--- config.mk ---
export PLATFORM = sky130hd
export DESIGN_NAME = uart_rx_engine
export DESIGN_NICKNAME = d
export VERILOG_FILES = /design/src/rtl/uart_rx_engine.sv
export SDC_FILE = /design/constraint.sdc
export NUM_CORES = 1
export LEC_CHECK = 0
export ABC_AREA = 1
export ABC_CLOCK_PERIOD_IN_PS = 1560
export CORE_MARGIN = 5
export CORE_UTILIZATION = 23
export DETAILED_ROUTE_END_ITERATION = 7
export PLACE_DENSITY = 0.48
export SETUP_SLACK_MARGIN = 0.02
export SLEW_MARGIN = 15
export SYNTH_ARGS = -nofsm -noshare
export SYNTH_HDL_FRONTEND = slang
export SYNTH_SLANG_ARGS = --single-unit
export TNS_END_PERCENT = 20
--- constraint.sdc ---
create_clock -name i_clk -period 1.56 [get_ports i_clk]
set_input_delay 0.312 -clock i_clk [delete_from_list [all_inputs] [get_ports i_clk]]
set_output_delay 0.312 -clock i_clk [all_outputs]
set_load 0.005 [all_outputs]
--- src/rtl/uart_rx_engine.sv ---
// uart_rx_engine
//   Oversampled UART receiver. Qualifies the start bit at mid-bit, shifts data in
//   LSB first, optionally checks even/odd parity, checks 1 or 2 stop bits, and
//   hands each word to the host over a valid/ready handshake with status flags.
// Ports
//   i_clk, i_reset      clock (rising edge), async active-high reset
//   i_sample_tick       one-cycle enable at OVERSAMPLE x baud
//   i_rx                serial line, idle high, asynchronous to i_clk
//   o_data, o_valid     received word and its valid flag
//   i_ready             consumer accepts the word while o_valid = 1
//   o_parity_err        parity mismatch for the word in o_data
//   o_frame_err         a stop bit sampled 0 for the word in o_data
//   o_overrun           sticky: a frame completed while the previous word was held
//   o_busy              receiver is inside a frame
module uart_rx_engine #(
  parameter int DATA_BITS   = 8,
  parameter int PARITY_MODE = 0,
  parameter int STOP_BITS   = 1,
  parameter int OVERSAMPLE  = 16
) (
  input  logic                 i_clk,
  input  logic                 i_reset,
  input  logic                 i_sample_tick,
  input  logic                 i_rx,
  output logic [DATA_BITS-1:0] o_data,
  output logic                 o_valid,
  input  logic                 i_ready,
  output logic                 o_parity_err,
  output logic                 o_frame_err,
  output logic                 o_overrun,
  output logic                 o_busy
);

  localparam int TW = $clog2(OVERSAMPLE);
  localparam int BW = $clog2(DATA_BITS + 1);
  localparam logic [TW-1:0] MID       = TW'(OVERSAMPLE / 2 - 1);
  localparam logic [TW-1:0] FULL      = TW'(OVERSAMPLE - 1);
  localparam logic [BW-1:0] LAST_DATA = BW'(DATA_BITS - 1);
  localparam logic [BW-1:0] LAST_STOP = BW'(STOP_BITS - 1);
  localparam logic          ODD       = (PARITY_MODE == 2);

  typedef enum logic [2:0] {IDLE, START, DATA, PARITY, STOP} state_t;

  state_t               state_q, state_d;
  logic                 rx_meta, rx_s, rx_prev;
  logic                 fall, sample, frame_done;
  logic [TW-1:0]        tick_cnt;
  logic [BW-1:0]        bit_cnt;
  logic [DATA_BITS-1:0] shreg;
  logic                 par_err_q, frm_err_q;

  // Synchroniser resets to idle-high so the line looks quiet coming out of reset.
  always_ff @(posedge i_clk or posedge i_reset) begin
    if (i_reset) begin
      rx_meta <= 1'b1;
      rx_s    <= 1'b1;
      rx_prev <= 1'b1;
    end else begin
      rx_meta <= i_rx;
      rx_s    <= rx_meta;
      rx_prev <= rx_s;
    end
  end

  assign fall   = rx_prev & ~rx_s;
  assign o_busy = (state_q != IDLE);

  always_ff @(posedge i_clk or posedge i_reset) begin
    if (i_reset) state_q <= IDLE;
    else         state_q <= state_d;
  end

  always_comb begin
    state_d    = state_q;
    sample     = 1'b0;
    frame_done = 1'b0;
    case (state_q)
      IDLE:   if (fall) state_d = START;
      START:  if (i_sample_tick && tick_cnt == MID) state_d = rx_s ? IDLE : DATA;
      DATA:   if (i_sample_tick && tick_cnt == FULL) begin
        sample = 1'b1;
        if (bit_cnt == LAST_DATA) state_d = (PARITY_MODE != 0) ? PARITY : STOP;
      end
      PARITY: if (i_sample_tick && tick_cnt == FULL) begin
        sample  = 1'b1;
        state_d = STOP;
      end
      STOP:   if (i_sample_tick && tick_cnt == FULL) begin
        sample = 1'b1;
        if (bit_cnt == LAST_STOP) begin
          state_d    = IDLE;
          frame_done = 1'b1;
        end
      end
      default: state_d = IDLE;
    endcase
  end

  // Tick counter restarts on every sample point and on the start->data
  // transition, so each later sample lands one full bit after the previous.
  always_ff @(posedge i_clk or posedge i_reset) begin
    if (i_reset) begin
      tick_cnt  <= '0;
      bit_cnt   <= '0;
      shreg     <= '0;
      par_err_q <= 1'b0;
      frm_err_q <= 1'b0;
    end else begin
      if (state_q == IDLE)
        tick_cnt <= '0;
      else if (i_sample_tick)
        tick_cnt <= (sample || state_d != state_q) ? '0 : tick_cnt + 1'b1;

      if (state_d != state_q) bit_cnt <= '0;
      else if (sample)        bit_cnt <= bit_cnt + 1'b1;

      if (state_q == START) begin
        par_err_q <= 1'b0;
        frm_err_q <= 1'b0;
      end
      if (sample && state_q == DATA)   shreg <= {rx_s, shreg[DATA_BITS-1:1]};
      if (sample && state_q == PARITY) par_err_q <= (^shreg) ^ rx_s ^ ODD;
      if (sample && state_q == STOP && !rx_s) frm_err_q <= 1'b1;
    end
  end

  // Output holding register. The final stop sample is folded in directly so
  // the word is offered the cycle after that sample.
  always_ff @(posedge i_clk or posedge i_reset) begin
    if (i_reset) begin
      o_data       <= '0;
      o_valid      <= 1'b0;
      o_parity_err <= 1'b0;
      o_frame_err  <= 1'b0;
      o_overrun    <= 1'b0;
    end else begin
      if (o_valid && i_ready) begin
        o_valid   <= 1'b0;
        o_overrun <= 1'b0;
      end
      if (frame_done) begin
        if (!o_valid || i_ready) begin
          o_data       <= shreg;
          o_parity_err <= par_err_q;
          o_frame_err  <= frm_err_q | ~rx_s;
          o_valid      <= 1'b1;
        end else begin
          o_overrun <= 1'b1;
        end
      end
    end
  end

endmodule

==> results.md, run 1 <==
Run status:
- The flow ran to the end, and the final reports show no timing, DRC or antenna violations.

Critical path:
- The signal on the critical path passes through ha_2 > nand2_4 > nor2_4 > buf_4 > nand3_4 > nand2_4 > a21oi_4 > nand2_4 > nor3_2.
- The type of the worst setup path is flop to flop.
- Together, buffers and inverters on the worst path number 1.
- STA puts the critical path data arrival time at 1710 ps.
- In this design, the stage delay of the slowest critical-path cell is 390 ps.
- The logic depth of the worst setup path including buffers is 9.
- The cell that appears most often on the critical path is sky130_fd_sc_hd__nand2_4.
- The element type at the critical path start is a flop.
- Along the worst path, the maximum fanout reaches 5.
- The most critical setup path has its startpoint at tick_cnt[1]$_DFFE_PP0P_.
- At the worst endpoint, the required time is 1770 ps.
- The worst register-to-register path has a setup slack of 60 ps.
- The cell family contributing the most delay on the critical path is simple AND/OR/NAND/NOR gates.
- The endpoint class of the critical path is a flop.
- The worst flop-to-flop path startpoint is tick_cnt[1]$_DFFE_PP0P_.
- The critical-path cell with the highest stage delay is sky130_fd_sc_hd__dfrtp_1.
- The logic depth of the worst register-to-register path is 9.

Power:
- The worst voltage drop across the vdd grid is 0.000303 V.
- The leakage dissipation is 1.18 nW.
- In this run the power density over the cells is 988 nW/um^2.

Yosys:
- The total of flip-flops plus latches after synthesis is 36.
- The net count after synthesis is 221.
- The sequential share of the synthesized area is 49.2%.
- A synthesized cell averages 8.63 um^2.
- After synthesis the cells add up to 1840 um^2.
- For this run, the number of Yosys warnings is 0.
- Counting every instance in the synthesized netlist gives 213.
- The number of different library cells used by synthesis comes to 29.

Die:
- The die area is 9880 um^2.
- Row generation in the floorplan step produced 32 rows.
- The initial standard-cell utilization of the core is 23.7%.
- The top-level I/O count is 18.
- The y dimension of the die is 99.4 um.
- The die width is 99.4 um.
- The core region area is 7770 um^2.

STA:
- The final number of hold-violating endpoints is 0.
- Setup violations remaining at the end of the flow were counted as 0.
- The final-report max-slew violation count is 0.
- Measured against its own limit, the worst slew margin works out to 75.2%.
- Between clock sinks in the finished design, the worst skew comes to 7.04 ps.
- Static timing analysis puts the maximum clock frequency at 0.668 GHz.
- The slew at the pin closest to its max-slew limit is 372 ps.
- Counting I/O delays and the setup requirement, the final critical path takes 1500 ps.
- In the finished design, the share of the clock period the worst path needs comes to 95.9%.
- Setup repair after global routing could not meet its margin everywhere.

Final layout:
- The library cell used most frequently in the layout, excluding fill and tap cells, is sky130_fd_sc_hd__nand2_1.
- In the layout the commonest cells are sky130_fd_sc_hd__nand2_1 (54), sky130_fd_sc_hd__dfrtp_1 (33), sky130_fd_sc_hd__inv_1 (24), sky130_fd_sc_hd__buf_4 (23), sky130_fd_sc_hd__nor2_1 (16).
- The number of antenna repair diodes is 0.
- The final layout contains 270 nets.
- After the flow finishes, the layout carries non-filler instances totaling 365.
- The final cell utilization of the core is 32.6%.
- The fraction of final layout cells with drive strength greater than 1 is 30.4%.
- The signed area change from the synthesized netlist to the final layout is 37.6%.

Hold path:
- The worst hold path passes through 0 cells.
- The type of the most critical hold path is flop to flop.
- The launch point of the worst hold path is rx_meta$_DFF_PP1_.

Drt:
- The sum of routed wire length over all layers is 4040 um.
- The number of optimization iterations in the first detailed-route pass is 4.
- Dividing the detail-routed via count by the number of cells gives 4.08.
- For this block, the via count after detailed routing is 1490.
- Once detail routing completed, the nets flagged for antenna violations numbered 0.
- The number of remaining DRC errors is 0.
- The wire length per cell after detailed routing is 11.1 um.
- The detailed router finished its first iteration with 56 violations.

Clock tree:
- The tree is rooted in a sky130_fd_sc_hd__clkbuf_8.
- The clock transition at the registers of the reported paths is 80 ps.
- The H-tree was split into 2 levels.
- Buffers inserted during clock tree synthesis total 5.
- TritonCTS built the clock tree.
- The number of buffers on the longest clock path is 2.
- The worst-skew pair later-pin latency is 290 ps.
- The clock net sink count is 36.

Placed design:
- The HPWL after detailed placement is 2730 um.
- Buffers placed on the I/O ports in this run total 17.
- The instance count after placement with tap cells included is 350.
- Routability-driven placement finished with a final weighted congestion of 0.811.

GRT:
- The number of antenna violations at the first check in global routing came to 0.
- In the global route stage, overall resource usage came out at 8.42%.
- The maximum number of pins on one net before global-route repair is 37.
- The wire length of the first global-routing pass is 6690 um.
- The residual overflow from global routing is 0.
- The number of global-route vias before repair came to 1442.

Flow run:
- The max-cap check violation count is 0.
-- stage by stage --
stage	TNS (ps)	worst slack (ps)	hold WS [ps]	total power [mW]	instance area (um^2)
finish	0	64.0	359	2.50	2530
CTS	0	2.38	361	2.52	2430
detailed placement	-4400	-193	349	1.55	2280
global placement	-4060	-177	346	1.56	2280
floorplan	0	117	316	1.33	1840
global route	-56.5	-13.0	366	2.64	2530
-- registers in the layout, summed over array words and instances (netlist names), 3 cells and up --
register and cells:
o_data 8, shreg 8, bit_cnt 4, tick_cnt 4
state_q 3
-- worst reg2reg max path: cells and delay by family, from the launching register on --
kind,cells,cell delay (ps)
buffers and inverters,1,140
and+or+nand+nor,6,490
adders and majority gates,1,210
AOI/OAI and AO/OA,1,200
DFF,1,390
-- synth_stat cells (all sizes together) --
cell | number | area share, %
xor2 | 5 | 2.4
clkinv | 1 | 0.20
nand4 | 5 | 1.7
nor3 | 4 | 1.4
dfrtp | 33 | 45
ha | 3 | 2.0
a21oi | 5 | 2.6
nand3 | 10 | 3.0
o21ai | 20 | 7.3
a32o | 1 | 0.54
buf | 2 | 0.88
nor2 | 22 | 6.0
dfstp | 3 | 4.3
xnor2 | 1 | 0.48
o311ai | 1 | 0.48
nand2 | 67 | 16
nand2b | 1 | 0.34
inv | 29 | 5.9
-- routing by layer --
metal  vias up  global-route usage, %  routed length, um
met2        32                   12.3               1790
met5         -                      0                  0
met1       678                   11.2               1930
met4         0                   3.99                 86
li1        774                      -                  -
met3         6                   2.73                236
-- kinds of logic after synthesis --
| group | Yosys count | synth area share, % |
|---|---|---|
| and+or+nand+nor | 109 | 28.0 |
| buffers and inverters | 32 | 7.01 |
| xor gates and xnor gates | 6 | 2.86 |
| DFF | 36 | 49.2 |
| AOI/OAI and AO/OA | 27 | 10.9 |
| adders and majority gates | 3 | 2.04 |
-- cell type report --
class	count	area (um^2)
Timing Repair Buffer	43	387
Tap cell	102	128
Sequential cell	36	905
Fill cell	833	5240
Inverter	30	113
Multi-Input combinational cell	146	871
Clock buffer	7	96.3
Clock inverter	1	30.0
-- path summary, 6_finish.rpt --
path,to
max reg2reg,bit_cnt[0]$_DFFE_PP0P_
min,rx_s$_DFF_PP1_
max in group asynchronous,rx_prev$_DFF_PP1_
min reg2reg,rx_s$_DFF_PP1_
max,bit_cnt[0]$_DFFE_PP0P_
min in group asynchronous,tick_cnt[3]$_DFFE_PP0P_
-- repair_timing --
item,CTS,global route
hold buffers,0,0
gates cloned,0,1
endpoints found under the setup margin,9,21
buffers inserted,3,3
gates resized for setup,1,20
pin swaps,1,8
-- where the power goes --
| part | total [mW] | internal (mW) | switching, mW | leakage, nW |
|---|---|---|---|---|
| Combinational | 0.571 | 0.266 | 0.305 | 0.632 |
| Clock | 0.907 | 0.564 | 0.343 | 0.0645 |
| Sequential | 1.02 | 0.984 | 0.0359 | 0.487 |
| Total | 2.50 | 1.81 | 0.684 | 1.18 |
No activity file was read; power rests on OpenSTA's default activity.
==> inputs of run 2 (changes only) <==
--- a/config.mk
+++ b/config.mk
@@ -7,6 +7,7 @@
 export LEC_CHECK = 0
 export ABC_AREA = 1
 export ABC_CLOCK_PERIOD_IN_PS = 1560
+export CAP_MARGIN = 20
 export CORE_MARGIN = 5
 export CORE_UTILIZATION = 23
 export DETAILED_ROUTE_END_ITERATION = 7
==> results of run 2 <==
The final DEF is identical to that of run 1; final timing and power are the same.
==> inputs of run 3 (changes only) <==
==> constraint.sdc (replaced) <==
create_clock -name i_clk -period 1.56 [get_ports i_clk]
set_input_delay 0.468 -clock i_clk [delete_from_list [all_inputs] [get_ports i_clk]]
set_output_delay 0.468 -clock i_clk [all_outputs]
set_load 0.005 [all_outputs]
==> results.md, run 3 (synthesis results as in run 1) <==
Clock tree:
- The number of buffers on the longest clock path is 2 (unchanged).
- The clock transition at the registers of the reported paths is 70 ps (about the same).
- The number of buffers created by CTS is 5 (unchanged).
- The worst-skew pair later-pin latency is 290 ps (about the same).
- The clock net sink count is 36 (unchanged).
- CTS placed an instance of sky130_fd_sc_hd__clkbuf_8 at the clock tree root.
- The CTS tree is built.
- The H-tree level count came to 2 (unchanged).

STA:
- The total setup violations reported at the end of the flow is 0 (unchanged).
- The maximum clock rate is 0.657 GHz (-1.7%).
- The remaining max-slew budget at the tightest pin is 72.1% (-3.1 points).
- The setup slack after layout is 38.7 ps (-25.4 ps).
- The smallest hold slack came to 358 ps (-0.966 ps).
- The final clock skew came to 7.11 ps (+0.0787 ps).
- The final-report max-slew violation count is 0 (unchanged).
- The slew at the pin closest to its max-slew limit was 418 ps (+45.7 ps).
- Setup repair after global routing could not meet its margin everywhere.
- The final clock period utilization by the worst path is 97.5% (+1.6 points).
- The post-layout minimum cycle time came to 1520 ps (+25.4 ps).
- The final number of hold-violating endpoints is 0 (unchanged).

GRT:
- The global-route total usage across every layer is 9.29% (+0.87 points).
- The maximum number of pins on one net before global-route repair is 37 (unchanged).
- The number of global-route vias before repair is 1573 (+9.1%).
- The wire length of the first global-routing pass is 7440 um (+11%).
- The residual overflow from global routing is 0 (unchanged).
- The number of antenna violations at the first check in global routing is 0 (unchanged).

Critical path:
- Counting stages on the worst path, the most repeated cell is sky130_fd_sc_hd__nand2_4.
- The arrival time reported for the critical path endpoint was 1730 ps (+20 ps).
- The endpoint class of the critical path is a flop.
- The number of buffer and inverter instances along the worst setup path is 1 (unchanged).
- The critical path's largest stage delay is 420 ps (+30 ps).
- The kind of cell with the highest combined delay along the critical path is simple AND/OR/NAND/NOR gates.
- The data required time at the worst endpoint is 1770 ps (about the same).
- On the critical path, the stage with the largest delay is an instance of sky130_fd_sc_hd__dfrtp_1.
- The type of the worst setup path is flop to flop.
- The critical path goes through ha_4 > nand2_4 > nor2_4 > buf_6 > nand3_4 > nand2_4 > a21oi_4 > nand2_4 > nor3_2.
- The maximum fanout along the worst path is 5 (unchanged).
- The worst setup path is launched from a flop.

Drt:
- The number of antenna-violating nets in the routed design was 0 (unchanged).
- The number of vias per cell is 4.13 (+1.1%).
- The count of vias placed by the detailed router is 1515 (+1.7%).
- The number of optimization iterations in the first detailed-route pass is 4 (unchanged).
- The wire length per cell after detailed routing is 11.5 um (+3.6%).
- The sum of routed wire length over all layers is 4210 um (+4.1%).
- The initial DRC count is 41 (-27%).
- The number of remaining DRC errors was 0 (unchanged).

Die:
- The die area is 9880 um^2 (unchanged).
- The row count is 32 (unchanged).
- The initial standard-cell utilization of the core is 23.7% (unchanged).
- The y dimension of the die came to 99.4 um (unchanged).
- The top-level I/O count is 18 (unchanged).
- The die width is 99.4 um (unchanged).
- The core region area is 7770 um^2 (unchanged).

Placed design:
- The detailed placement HPWL is 2810 um (+2.8%).
- The instance count after placement with tap cells included was 349 (-0.29%).
- The count of input and output buffers is 17 (unchanged).
- The last weighted congestion value of the routability-driven placer is 0.806 (-0.57%).
- The setup slack after placement came to -419 ps (-225 ps).

Final layout:
- In the final layout, the registers with the most flip-flops are o_data x8, shreg x8.
- In the layout the commonest cells are sky130_fd_sc_hd__nand2_1 (52), sky130_fd_sc_hd__dfrtp_1 (33), sky130_fd_sc_hd__inv_1 (26), sky130_fd_sc_hd__buf_4 (22), sky130_fd_sc_hd__nor2_1 (14).
- The final net count was 272 (+0.74%).
- The number of antenna repair diodes is 0 (unchanged).
- The count of non-filler cells in the finished layout is 367 (+0.55%).
- The signed area change from the synthesized netlist to the final layout is 37.2%.
- Leaving out fill and tap cells, the most frequent cell in the layout is sky130_fd_sc_hd__nand2_1.
- The final cell utilization of the core is 32.5% (-0.081 points).
- The fraction of final layout cells with drive strength greater than 1 came to 31.7% (+1.3 points).
- The count of fill cells added during filler insertion is 852 (+2.3%).

Hold path:
- The type of the most critical hold path is flop to flop.

Power:
- The post-route total power is 2.32 mW (-7.1%).
- The leakage dissipation was 1.21 nW (+2.0%).
- The worst voltage drop across the vdd grid is 0.000341 V (+13%).
- The total power density per cell area came to 920 nW/um^2 (-6.9%).

Flow run:
- The max-cap check violation count was 0 (unchanged).

Run status:
- The run finished with clean final reports.
run 3: cell count changes in the layout (fill, tap and decap cells not counted), sizes merged:
| cell | delta |
|---|---|
| bufinv | -1 |
| clkbuf | +1 |
| clkdlybuf4s50 | -12 |
| clkinvlp | +1 |
| dlygate4sd2 | +12 |
| dlymetal6s2s | -1 |
| nand2 | +2 |
run 3: layout make-up:
| class | instances | area [um^2] | share of cell area, % |
|---|---|---|---|
| Multi-Input combinational cell | 148 | 907 | 36.0 |
| Sequential cell | 36 | 905 | 35.9 |
| Timing Repair Buffer | 43 | 377 | 14.9 |
| Tap cell | 102 | 128 | 5.06 |
| Inverter | 30 | 113 | 4.46 |
| Clock buffer | 7 | 86.3 | 3.42 |
| Clock inverter | 1 | 7.51 | 0.298 |
run 3: timing repair:
item                                    4_1_cts  5_1_grt
setup buffers                                 4        3
endpoints found under the setup margin       32       28
gates cloned                                  3        0
hold endpoints to repair                      0        0
resized for setup                            19       18
hold buffers                                  0        0
pin swaps                                     3       11
run 3: worst paths after layout:
check / slack (ps) / end / from / cells past startpoint
worst max register to register: 40 / bit_cnt[0]$_DFFE_PP0P_ / tick_cnt[1]$_DFFE_PP0P_ / 9
min in group asynchronous: 530 / o_parity_err$_DFFE_PP0P_ / i_reset / 3
worst min register to register: 360 / rx_s$_DFF_PP1_ / rx_meta$_DFF_PP1_ / 0
worst min-delay path: 360 / rx_s$_DFF_PP1_ / rx_meta$_DFF_PP1_ / 0
worst max-delay path: 40 / bit_cnt[0]$_DFFE_PP0P_ / tick_cnt[1]$_DFFE_PP0P_ / 9
max in group asynchronous: 770 / rx_meta$_DFF_PP1_ / i_reset / 3
run 3: report_power, final:
group	leakage, nW	total, mW	internal, mW	switching (mW)
logic	0.676	0.597	0.272	0.325
registers	0.487	1.03	0.984	0.0441
clock network	0.0445	0.695	0.359	0.336
run 3: per-layer routing:
layer | wire length [um] | GRT usage (%) | up-vias
met1 | 2040 | 12.4 | 715
met2 | 1960 | 14.5 | 18
met4 | 71 | 3.15 | 0
met3 | 136 | 2.45 | 6
met5 | 0 | 0 | -
li1 | - | - | 776
run 3: stage by stage:
step | TNS [ps] | instance area, um^2
3_3_place_gp | -9190 | 2270
5_1_grt | -404 | 2520
2_1_floorplan | 0 | 1840
4_1_cts | -103 | 2440
6_report | 0 | 2520
3_5_place_dp | -9690 | 2270
